===== src/rtl/pipe_stage_buf_pkg.sv =====
// Shared definitions for the valid/ready pipeline stage buffer:
// occupancy encodings, the default payload width and the stage payload layout.
package pipe_pkg;

  typedef enum logic [1:0] {
    EMPTY = 2'd0,
    ONE   = 2'd1,
    TWO   = 2'd2
  } occ_t;

  localparam int DEF_DATA_W = 608;

  // Payload layout, LSB first: res_M (512), res_F (32), res_R (32), npc (32)
  localparam int RESM_LSB = 0;
  localparam int RESF_LSB = 512;
  localparam int RESR_LSB = 544;
  localparam int NPC_LSB  = 576;

endpackage


===== src/rtl/pipe_stage_buf_if.sv =====
// Handshake bundle of one pipeline stage; master is the upstream/downstream
// environment, slave is the stage buffer itself.
interface pipe_stage_buf_if #(
  parameter int DATA_W = pipe_pkg::DEF_DATA_W
);
  logic              in_valid;
  logic              in_ready;
  logic [DATA_W-1:0] in_data;
  logic              out_valid;
  logic              out_ready;
  logic [DATA_W-1:0] out_data;
  logic              flush;
  logic              hold;
  logic [1:0]        level;

  modport master (
    output in_valid, in_data, out_ready, flush, hold,
    input  in_ready, out_valid, out_data, level
  );

  modport slave (
    input  in_valid, in_data, out_ready, flush, hold,
    output in_ready, out_valid, out_data, level
  );
endinterface


===== src/rtl/pipe_stage_buf_slot.sv =====
// One payload slot of the stage buffer: a load-enabled register that resets
// asynchronously to RST_DATA.
module pipe_slot #(
  parameter int              DATA_W   = pipe_pkg::DEF_DATA_W,
  parameter logic [DATA_W-1:0] RST_DATA = '0
) (
  input  logic              clk,
  input  logic              rst,
  input  logic              load,
  input  logic [DATA_W-1:0] d,
  output logic [DATA_W-1:0] q
);

  always_ff @(posedge clk or posedge rst) begin
    if (rst)
      q <= RST_DATA;
    else if (load)
      q <= d;
  end

endmodule


===== src/rtl/pipe_stage_buf.sv =====
// Valid/ready pipeline stage register with flush and hold.
// Define PIPE_STAGE_SKID_EN to add the skid slot and a registered in_ready.
module pipe_stage_buf
  import pipe_pkg::*;
#(
  parameter int              DATA_W   = DEF_DATA_W,
  parameter logic [DATA_W-1:0] RST_DATA = '0
) (
  input logic            clk,
  input logic            rst,
  pipe_stage_buf_if.slave bus
);

  occ_t              cnt;
  logic              acc;
  logic              pop;
  logic              in_ready_w;
  logic              m_load;
  logic [DATA_W-1:0] m_d;
  logic [DATA_W-1:0] m_q;

  assign pop = (cnt != EMPTY) & bus.out_ready;
  assign acc = bus.in_valid & in_ready_w;

`ifdef PIPE_STAGE_SKID_EN
  logic              s_load;
  logic [DATA_W-1:0] s_q;

  // Readiness depends only on the occupancy register, never on out_ready
  assign in_ready_w = (cnt != TWO) & !bus.hold & !bus.flush;

  assign m_load = !bus.flush & (((cnt == EMPTY) & acc) |
                                ((cnt == ONE) & acc & pop) |
                                ((cnt == TWO) & pop));
  assign m_d    = (cnt == TWO) ? s_q : bus.in_data;
  assign s_load = !bus.flush & (cnt == ONE) & acc & !pop;

  pipe_slot #(.DATA_W(DATA_W), .RST_DATA(RST_DATA)) u_slot_s (
    .clk  (clk),
    .rst  (rst),
    .load (s_load),
    .d    (bus.in_data),
    .q    (s_q)
  );
`else
  assign in_ready_w = ((cnt == EMPTY) | bus.out_ready) & !bus.hold & !bus.flush;
  assign m_load     = !bus.flush & acc;
  assign m_d        = bus.in_data;
`endif

  pipe_slot #(.DATA_W(DATA_W), .RST_DATA(RST_DATA)) u_slot_m (
    .clk  (clk),
    .rst  (rst),
    .load (m_load),
    .d    (m_d),
    .q    (m_q)
  );

  // Occupancy FSM; flush empties the stage but leaves payload registers stale
  always_ff @(posedge clk or posedge rst) begin
    if (rst) begin
      cnt <= EMPTY;
    end else if (bus.flush) begin
      cnt <= EMPTY;
    end else begin
      case (cnt)
        EMPTY: if (acc) cnt <= ONE;
`ifdef PIPE_STAGE_SKID_EN
        ONE: begin
          if (pop & !acc)
            cnt <= EMPTY;
          else if (acc & !pop)
            cnt <= TWO;
        end
        TWO: if (pop) cnt <= ONE;
`else
        ONE: if (pop & !acc) cnt <= EMPTY;
`endif
        default: cnt <= EMPTY;
      endcase
    end
  end

  assign bus.in_ready  = in_ready_w;
  assign bus.out_valid = (cnt != EMPTY);
  assign bus.out_data  = m_q;
  assign bus.level     = cnt;

endmodule


===== src/flat_wrapper.sv =====
// flat-port wrapper written by rule: the top's interface ports become plain ports
module pipe_stage_buf_flat import pipe_pkg::*;
#(
  parameter int              DATA_W   = DEF_DATA_W,
  parameter logic [DATA_W-1:0] RST_DATA = '0
)
  (clk, rst, bus_in_valid, bus_in_data, bus_out_ready, bus_flush, bus_hold, bus_in_ready, bus_out_valid, bus_out_data, bus_level);
  pipe_stage_buf_if #(.DATA_W(DATA_W)) bus_i ();
  input logic clk;
  input logic rst;
  input wire logic [$bits(bus_i.in_valid)-1:0] bus_in_valid;
  input wire logic [$bits(bus_i.in_data)-1:0] bus_in_data;
  input wire logic [$bits(bus_i.out_ready)-1:0] bus_out_ready;
  input wire logic [$bits(bus_i.flush)-1:0] bus_flush;
  input wire logic [$bits(bus_i.hold)-1:0] bus_hold;
  output wire logic [$bits(bus_i.in_ready)-1:0] bus_in_ready;
  output wire logic [$bits(bus_i.out_valid)-1:0] bus_out_valid;
  output wire logic [$bits(bus_i.out_data)-1:0] bus_out_data;
  output wire logic [$bits(bus_i.level)-1:0] bus_level;
  assign bus_i.in_valid = bus_in_valid;
  assign bus_i.in_data = bus_in_data;
  assign bus_i.out_ready = bus_out_ready;
  assign bus_i.flush = bus_flush;
  assign bus_i.hold = bus_hold;
  assign bus_in_ready = bus_i.in_ready;
  assign bus_out_valid = bus_i.out_valid;
  assign bus_out_data = bus_i.out_data;
  assign bus_level = bus_i.level;
  pipe_stage_buf #(.DATA_W(DATA_W), .RST_DATA(RST_DATA)) u_core (.clk(clk), .rst(rst), .bus(bus_i));
endmodule

===== config.mk =====
export PLATFORM = sky130hd
export DESIGN_NAME = pipe_stage_buf_flat
export DESIGN_NICKNAME = d
export VERILOG_FILES = /design/src/rtl/pipe_stage_buf_pkg.sv /design/src/rtl/pipe_stage_buf_if.sv /design/src/rtl/pipe_stage_buf_slot.sv /design/src/rtl/pipe_stage_buf.sv /design/src/flat_wrapper.sv
export SDC_FILE = /design/constraint.sdc
export NUM_CORES = 1
export LEC_CHECK = 0
export CAP_MARGIN = 40
export CORE_AREA = 2 2 479 481
export DETAILED_ROUTE_END_ITERATION = 16
export DIE_AREA = 0 0 481 483
export HOLD_SLACK_MARGIN = 0.02
export PLACE_DENSITY = 0.38
export SLEW_MARGIN = 25
export SYNTH_ARGS = -nofsm -noshare
export SYNTH_HDL_FRONTEND = slang
export SYNTH_HIERARCHICAL = 1
export SYNTH_SLANG_ARGS = --single-unit

===== constraint.sdc =====
create_clock -name clk -period 22.7 [get_ports clk]
set_input_delay 4.54 -clock clk [delete_from_list [all_inputs] [get_ports clk]]
set_output_delay 4.54 -clock clk [all_outputs]
set_load 0.005 [all_outputs]

==> impl_metrics.json, run 1 <==
{
  "synth_top_area_frac": 0.649,
  "hpwlAfterDp_um": 113000,
  "synthAdderAreaFrac": 0,
  "cts-root-buf": "clkbuf_16",
  "tightest_slew_ps": 1200,
  "dr.first_iter.drc_count": 481,
  "status": "finished, final reports clean",
  "die_h_um": 483,
  "synth_most_common_cell": "dfrtp_1",
  "seq_area_frac_synth": 0.649,
  "grt_pass1_vias": 17900,
  "met2WireLength_um": 62900,
  "fmax_mhz": 95.1,
  "totalWireLength_um": 139000,
  "dpl.cell_count": 5475,
  "cts.reportedPaths.clkPinSlew_ps": 60,
  "setup_viol": 0,
  "path_max_fanout": 3,
  "tns_ps": 0,
  "cts_buffer_depth": 3,
  "fin_nets": 3165,
  "vdd_drop_max_mv": 0.0457,
  "ff_latch_area_um2": 15200,
  "critPathSlowestCell": "clkdlybuf4s50_1",
  "yosysWarnings": 6,
  "dpl_worst_slack_ps": 12110,
  "htreeDepth": 3,
  "synth_commonest_cells": "dfrtp_1, mux2_2, mux2_4",
  "multi_input_area_um2": 7660,
  "cts.repair.resized": 0,
  "place_congestion": 0.872,
  "finalNonFillerCells": 5635,
  "clk_latency_ps": 700,
  "synth_edf_count": 0,
  "start_util": 0.103,
  "cts.sinks": 609,
  "hold_viol": 0,
  "overflow": 0,
  "crit_path_max_incr_delay_ps": 600,
  "hold_buffers": 0,
  "synth.area.top_cells": "dfrtp_1, mux2_2, mux2_4, buf_6, buf_4",
  "row_count": 175,
  "drive_gt1_frac": 0.291,
  "wl_per_cell_um": 24.6,
  "antenna_found_initial": 44,
  "io_buffers": 1224,
  "fin_skew_ps": 29.8,
  "hold_depth": 1,
  "highest_layer": "met5",
  "synthSimpleGateAreaFrac": 0.00171,
  "gr-usage-all-layers": 0.115,
  "dr_wl_met3_um": 21400,
  "nFillCells": 24700,
  "crit_chain": "clkdlybuf4s50_1, nor2b_4, nor3_1, clkdlybuf4s50_1",
  "numCtsBuffers": 82,
  "drcViolationCount": 0,
  "syn_area_per_cell_um2": 18.1,
  "post-route-period-util": 0.463,
  "crit_required_ps": 18160,
  "die_width_um": 481,
  "rsz0062_at_grt": "false",
  "synth_top_family_by_area": "multiplexers",
  "area.growth.synth_to_final_pct": 79.1,
  "grt_max_degree": 150,
  "worst_setup_path_start_kind": "input port",
  "wl_met1_um": 51000,
  "synth_ff_type": "dfrtp_1",
  "worst_path_most_repeated_cell": "clkdlybuf4s50_1",
  "synth_top_area_cell": "dfrtp_1",
  "worst_setup_path_end_kind": "output pin",
  "setup_ws_ps": 12180,
  "grt_pass1_wl_um": 180000,
  "cts_tree": "built",
  "maxSlewViolCount": 0,
  "vias_per_cell": 2.92,
  "drtPass1Iterations": 4,
  "io_pins": 1226,
  "finalPower_uw": 3880,
  "synthesis.nets": 1909,
  "ff2ff_path_depth": 7,
  "post-route-min-period_ps": 10520,
  "synthArstFlopShare": 1.00,
  "max-slew-margin-rel": 0.199,
  "powerDensity_nw_per_um2": 92.2,
  "synth_xor_area_frac": 0,
  "yosys_register_bits": 609,
  "synth_compound_area_frac": 0.000426,
  "ant_nets": 0,
  "crit_type": "input port to output pin",
  "vias": 16500,
  "syn-instance-count": 1295,
  "cap_violations": 0,
  "worst-endpoint-arrival_ps": 5980,
  "core_um2": 227000,
  "netlist_area_um2": 23500,
  "cts_setup_buffers": 0,
  "dieArea_um2": 232000,
  "hp-class": "flop to flop",
  "synthMuxAreaShare": 0.324,
  "p_leak_uw": 0.0165,
  "synth.distinct_cells": 13
}
-- report_power, final --
| group | leakage, uW | internal, uW | switching, uW |
|---|---|---|---|
| logic | 0.00789 | 676 | 390 |
| registers | 0.00722 | 1310 | 136 |
| clock network | 0.00138 | 819 | 546 |
-- layer usage --
layer,up-vias,global-route usage
li1,7135,-
met1,8240,0.123
met2,876,0.185
met3,165,0.0797
met4,38,0.0273
met5,-,0
-- state kept, by name, indices dropped and copies added, names as in the netlist --
register	cells
u_core/u_slot_m/q	608
u_core/bus.level	1
-- critical path: cells and delay by family --
| kind | cells | cell delay [ps] |
|---|---|---|
| buf+inv | 2 | 1140 |
| simple gates | 2 | 290 |
-- final cells by class --
cell class,instances,area share
well taps,3009,0.0896
diodes,8,0.000476
clock inverters,28,0.00848
multi-input cells,614,0.182
repair buffers,1242,0.299
inverters,2,0.000357
clock buffers,123,0.0577
flip-flops and latches,609,0.362
-- cell usage in the layout, fill, tap and decap left out, types with 7 or more instances in the layout --
master	Yosys	final
clkbuf_16	0	83
clkinv_2	0	16
diode_2	0	8
mux2_2	408	408
bufinv_16	0	7
clkbuf_1	0	20
clkbuf_8	0	20
clkdlybuf4s50_1	0	1224
buf_12	0	7
dfrtp_1	609	609
mux2_4	200	200
-- per-stage QoR --
stage	hold slack [ps]	area, um2	utilization
floorplan	505	23500	-
global placement	489	39100	0.172
detailed placement	492	39200	0.173
CTS	506	42000	0.185
global route	514	42000	0.185
finish	503	42000	0.185
-- path summary, 6_finish.rpt --
path                                               startpoint                                  to  slack [ps]
max                                             bus_out_ready                        bus_in_ready       12180
min reg2reg                u_core/u_slot_m/q[155]$_DFFE_PP0P_  u_core/u_slot_m/q[155]$_DFFE_PP0P_         500
min in group asynchronous                                 rst     u_core/bus.level[0]$_DFFE_PP0P_        4210
max reg2reg                   u_core/bus.level[0]$_DFFE_PP0P_   u_core/u_slot_m/q[59]$_DFFE_PP0P_       18280
max in group asynchronous                                 rst   u_core/u_slot_m/q[87]$_DFFE_PP0P_       15850
min                        u_core/u_slot_m/q[155]$_DFFE_PP0P_  u_core/u_slot_m/q[155]$_DFFE_PP0P_         500
-- cell families (layout without fill, tap and decap cells) --
group / after synthesis / in the layout
flip-flops: 609 / 609
buffers and inverters: 72 / 1395
AND/OR/NAND/NOR: 4 / 4
other: 1 / 9
AO/OA/AOI/OAI: 1 / 1
multiplexers: 608 / 608
Note: power is estimated with default switching activity, not from simulation.
==> run 2: changes to the inputs <==
Clock period 22.7 ns to 9 ns, I/O delays scaled along.
==> impl_metrics.json, run 2 (synthesized netlist as in run 1, its figures left out) <==
{
  "fin_nets": 3172,
  "io_buffers": 1224,
  "crit_chain": "clkdlybuf4s50_1, nor2b_4, nor3_1, clkdlybuf4s50_1",
  "vias": 16600,
  "highest_layer": "met5",
  "wl_per_cell_um": 23.2,
  "r2r_start": "u_core/bus.level[0]$_DFFE_PP0P_",
  "cts.reportedPaths.clkPinSlew_ps": 50,
  "cts_setup_buffers": 0,
  "fin_skew_ps": 23.4,
  "mostFrequentLayoutCell": "clkdlybuf4s50_1",
  "core_um2": 227000,
  "hold_ws_ps": 503,
  "htreeDepth": 3,
  "tightest_slew_ps": 1070,
  "die_width_um": 481,
  "setup_ws_ps": 3930,
  "crit_required_ps": 7200,
  "grt_pass1_vias": 18000,
  "hold_path_startpoint": "u_core/u_slot_m/q[523]$_DFFE_PP0P_",
  "cts_tree": "built",
  "crit_type": "input port to output pin",
  "hold_buffers": 0,
  "finalNonFillerCells": 5646,
  "final_util": 0.186,
  "switching_share": 0.270,
  "fmax_mhz": 197,
  "powerDensity_nw_per_um2": 231,
  "p_leak_uw": 0.0165,
  "status": "finished, final reports clean",
  "post-route-min-period_ps": 5070,
  "post-route-period-util": 0.563,
  "hp-class": "flop to flop",
  "place_congestion": 0.859,
  "path_max_fanout": 3,
  "regToRegSetupSlack_ps": 5930,
  "finalPower_uw": 9760,
  "worst-path-buf-inv": 2,
  "cts.repair.resized": 0,
  "antenna_found_initial": 53,
  "drtPass1Iterations": 4,
  "rsz0062_at_grt": "false",
  "dr_wl_met3_um": 16600,
  "totalWireLength_um": 131000,
  "hpwlAfterDp_um": 105000,
  "grt_pass1_wl_um": 173000,
  "largest_reg_flops": 608,
  "wl_met1_um": 49500,
  "worst_setup_path_start_kind": "input port",
  "worst-endpoint-arrival_ps": 3270,
  "ff2ff_path_depth": 6,
  "max-slew-margin-rel": 0.288,
  "holdPathEnd": "u_core/u_slot_m/q[523]$_DFFE_PP0P_",
  "worst_setup_path_end_kind": "output pin",
  "drcViolationCount": 0,
  "start_util": 0.103,
  "vias_per_cell": 2.93,
  "cts_buffer_depth": 3,
  "row_count": 175,
  "clk_latency_ps": 680,
  "cts-root-buf": "clkbuf_16",
  "maxSlewViolCount": 0,
  "power_frac_comb": 0.265,
  "p_int_uw": 7120,
  "worst_path_most_repeated_cell": "clkdlybuf4s50_1",
  "dieArea_um2": 232000,
  "crit_path_max_incr_delay_ps": 640,
  "gr-usage-all-layers": 0.109,
  "io_pins": 1226,
  "crit_family": "buffers and inverters",
  "setup_viol": 0,
  "numCtsBuffers": 83,
  "vdd_drop_max_mv": 0.150,
  "cts.sinks": 609,
  "hold_depth": 1,
  "hold_viol": 0,
  "dpl.cell_count": 5481,
  "sequentialPowerShare": 0.374,
  "dpl_worst_slack_ps": 3870,
  "timing.rr.end": "u_core/u_slot_m/q[58]$_DFFE_PP0P_",
  "overflow": 0,
  "drive_gt1_frac": 0.294,
  "switchingPower_uw": 2640,
  "area.growth.synth_to_final_pct": 79.6,
  "grt_max_degree": 140,
  "die_h_um": 483,
  "clockPowerShare": 0.362,
  "critPathSlowestCell": "clkdlybuf4s50_1",
  "cap_violations": 0,
  "regMostFlops": "u_core/u_slot_m/q",
  "dr.first_iter.drc_count": 559,
  "mostFrequentLayoutCells": "clkdlybuf4s50_1, dfrtp_1, mux2_2",
  "ant_nets": 0,
  "met2WireLength_um": 62200
}
==> run 2: cell types whose count changed in the layout (fill, tap and decap cells not counted), moves of 3 or more <==
cell,before,now
clkbuf_1,20,16
buf_12,7,12
buf_4,6,10
buf_16,4,1
clkbuf_8,20,23
clkinvlp_4,0,4
diode_2,8,14
clkinv_2,16,10
==> run 2: how the worst max path moves through the flow <==
stage | endpoint | slack (ps) | from | cells after the start
floorplan | u_core/u_slot_m/q[0]$_DFFE_PP0P_ | -1100 | rst | 1
global placement | u_core/u_slot_m/q[598]$_DFFE_PP0P_ | 3790 | bus_out_ready | 6
detailed placement | bus_in_ready | 3870 | bus_out_ready | 4
CTS | bus_in_ready | 3840 | bus_out_ready | 4
global route | bus_in_ready | 3830 | bus_out_ready | 4
finish | bus_in_ready | 3930 | bus_out_ready | 4
==> run 2: metrics by stage <==
stage               cell area, um2  setup TNS, ps
floorplan                    23500        -665840
global placement             39200              0
detailed placement           39300              0
CTS                          42100              0
global route                 42100              0
finish                       42200              0
==> run 2: worst reg2reg max path: cells and delay by family (launching register included) <==
| kind | cells | cell delay, ps |
|---|---|---|
| buffers and inverters | 3 | 930 |
| DFF | 1 | 450 |
| muxes | 1 | 790 |
| and+or+nand+nor | 2 | 770 |
==> run 2: power groups by stage <==
stage                     Sequential [uW]  Combinational [uW]  Clock (uW)
after floorplan                      3670                 712           0
after global placement               3680                2660           0
after detailed placement             3690                2640           0
after CTS                            3660                2660        3700
after global routing                 3720                2760        3800
final                                3650                2580        3530
==> run 2: per-layer routing <==
| layer | global-route usage | up-vias |
|---|---|---|
| met3 | 0.0602 | 177 |
| li1 | - | 7166 |
| met4 | 0.0229 | 24 |
| met5 | 0 | - |
| met2 | 0.183 | 917 |
| met1 | 0.120 | 8266 |
==> run 2: final cells by class <==
| class | count | area (um2) |
|---|---|---|
| Antenna cell | 14 | 35.0 |
| Multi-Input combinational cell | 614 | 7660 |
| Timing Repair Buffer | 1248 | 12600 |
| Sequential cell | 609 | 15200 |
| Inverter | 2 | 11.3 |
| Clock inverter | 26 | 350 |
| Tap cell | 3009 | 3760 |
| Clock buffer | 124 | 2500 |
| Fill cell | 24800 | 185000 |
==> run 3: changes to the inputs <==
Settings changed: CORE_AREA 2 2 479 481 to 2 2 482 484, DIE_AREA 0 0 481 483 to 0 0 484 486, PLACE_DENSITY 0.38 to 0.37.
Clock period 9 ns to 5 ns, I/O delays scaled along.
==> impl_metrics.json, run 3 (synthesized netlist as in run 1, its figures left out) <==
{
  "fmax_mhz": 305,
  "status": "finished, final reports clean",
  "path_max_fanout": 3,
  "dpl.cell_count": 5510,
  "max-slew-margin-rel": 0.458,
  "switchingPower_uw": 4840,
  "crit_required_ps": 4000,
  "clockPowerShare": 0.355,
  "cts.repair.resized": 0,
  "dr.first_iter.drc_count": 415,
  "r2r_start": "u_core/bus.level[0]$_DFFE_PP0P_",
  "dr_wl_met3_um": 16600,
  "post-route-min-period_ps": 3270,
  "die_h_um": 486,
  "core_um2": 229000,
  "regMostFlops": "u_core/u_slot_m/q",
  "hold_depth": 1,
  "nFillCells": 25000,
  "tightest_slew_ps": 814,
  "regToRegSetupSlack_ps": 2460,
  "cts.reportedPaths.clkPinSlew_ps": 50,
  "totalWireLength_um": 132000,
  "drive_gt1_frac": 0.294,
  "vdd_drop_max_mv": 0.258,
  "die_width_um": 484,
  "row_count": 176,
  "rsz0062_at_grt": "false",
  "hp-class": "flop to flop",
  "grt_max_degree": 112,
  "fin_skew_ps": 36.4,
  "switching_share": 0.277,
  "grt_pass1_wl_um": 177000,
  "cts_setup_buffers": 0,
  "dieArea_um2": 235000,
  "mostFrequentLayoutCell": "clkdlybuf4s50_1",
  "vias_per_cell": 2.92,
  "met2WireLength_um": 63100,
  "tns_ps": 0,
  "place_congestion": 0.807,
  "cap_violations": 0,
  "gr-usage-all-layers": 0.110,
  "antenna_found_initial": 73,
  "fin_nets": 3186,
  "cts_buffer_depth": 3,
  "start_util": 0.102,
  "worst-endpoint-arrival_ps": 2270,
  "io_buffers": 1224,
  "wl_met1_um": 49700,
  "cts-root-buf": "clkbuf_16",
  "hold_buffers": 0,
  "drcViolationCount": 0,
  "wl_per_cell_um": 23.3,
  "cts.sinks": 609,
  "worst_setup_path_start_kind": "input port",
  "p_int_uw": 12600,
  "htreeDepth": 3,
  "mostFrequentLayoutCells": "clkdlybuf4s50_1, dfrtp_1, mux2_2",
  "ant_nets": 0,
  "hold_viol": 0,
  "overflow": 0,
  "hold_path_startpoint": "u_core/u_slot_m/q[533]$_DFFE_PP0P_",
  "finalPower_uw": 17400,
  "maxSlewViolCount": 0,
  "io_pins": 1226,
  "grt_pass1_vias": 18600,
  "area.growth.synth_to_final_pct": 79.7,
  "hold_ws_ps": 502,
  "hpwlAfterDp_um": 108000,
  "p_leak_uw": 0.0165,
  "highest_layer": "met5",
  "setup_viol": 0,
  "numCtsBuffers": 86,
  "timing.rr.end": "u_core/u_slot_m/q[595]$_DFFE_PP0P_",
  "finalInstanceArea_um2": 42200,
  "holdPathEnd": "u_core/u_slot_m/q[533]$_DFFE_PP0P_",
  "cts_tree": "built",
  "drtPass1Iterations": 4,
  "post-route-period-util": 0.655,
  "placed_cell_area_um2": 39400,
  "largest_reg_flops": 608,
  "worst_setup_path_end_kind": "output pin",
  "power_frac_comb": 0.270,
  "finalNonFillerCells": 5676,
  "powerDensity_nw_per_um2": 413,
  "ff2ff_path_depth": 5,
  "vias": 16600,
  "clk_latency_ps": 720,
  "crit_type": "input port to output pin",
  "sequentialPowerShare": 0.376
}
## run 3: area by class of cell
type / instances / area (um2) / share of cell area
Antenna cell: 12 / 30.0 / 0.000712
Clock buffer: 136 / 2610 / 0.0619
Clock inverter: 18 / 176 / 0.00418
Inverter: 2 / 11.3 / 0.000267
Multi-Input combinational cell: 614 / 7660 / 0.182
Sequential cell: 609 / 15200 / 0.361
Tap cell: 3026 / 3790 / 0.0897
Timing Repair Buffer: 1259 / 12700 / 0.300
## run 3: metal layers
metal | track usage | up-vias
met5 | 0 | -
met4 | 0.0226 | 58
met3 | 0.0656 | 213
met2 | 0.185 | 908
met1 | 0.118 | 8210
li1 | - | 7198
## run 3: how the worst max path moves through the flow
stage | startpoint | end | slack [ps] | depth (start not counted)
floorplan | rst | u_core/u_slot_m/q[0]$_DFFE_PP0P_ | -4300 | 1
global placement | bus_flush | u_core/u_slot_m/q[7]$_DFFE_PP0P_ | 1440 | 5
detailed placement | bus_out_ready | u_core/u_slot_m/q[195]$_DFFE_PP0P_ | 1440 | 6
CTS | bus_out_ready | bus_in_ready | 1720 | 4
global route | bus_out_ready | bus_in_ready | 1690 | 4
finish | bus_out_ready | bus_in_ready | 1730 | 4
## run 3: power groups by stage
stage	sequential (uW)	combinational [uW]	clock [uW]
after floorplan	6610	1280	0
after global placement	6620	4840	0
after detailed placement	6640	4820	0
after CTS	6570	4850	6550
after global routing	6690	5010	6700
final	6550	4710	6180
## run 3: critical path, cell delays in order
cell	delay, ps
clkdlybuf4s50_1	520
nor2b_4	70
nor3_1	150
clkdlybuf4s50_1	530
## run 3: through the flow
stage          setup WS [ps]  utilization
2_1_floorplan          -4300            -
3_3_place_gp            1440        0.172
3_5_place_dp            1440        0.172
4_1_cts                 1720        0.184
5_1_grt                 1690        0.184
6_report                1730        0.184
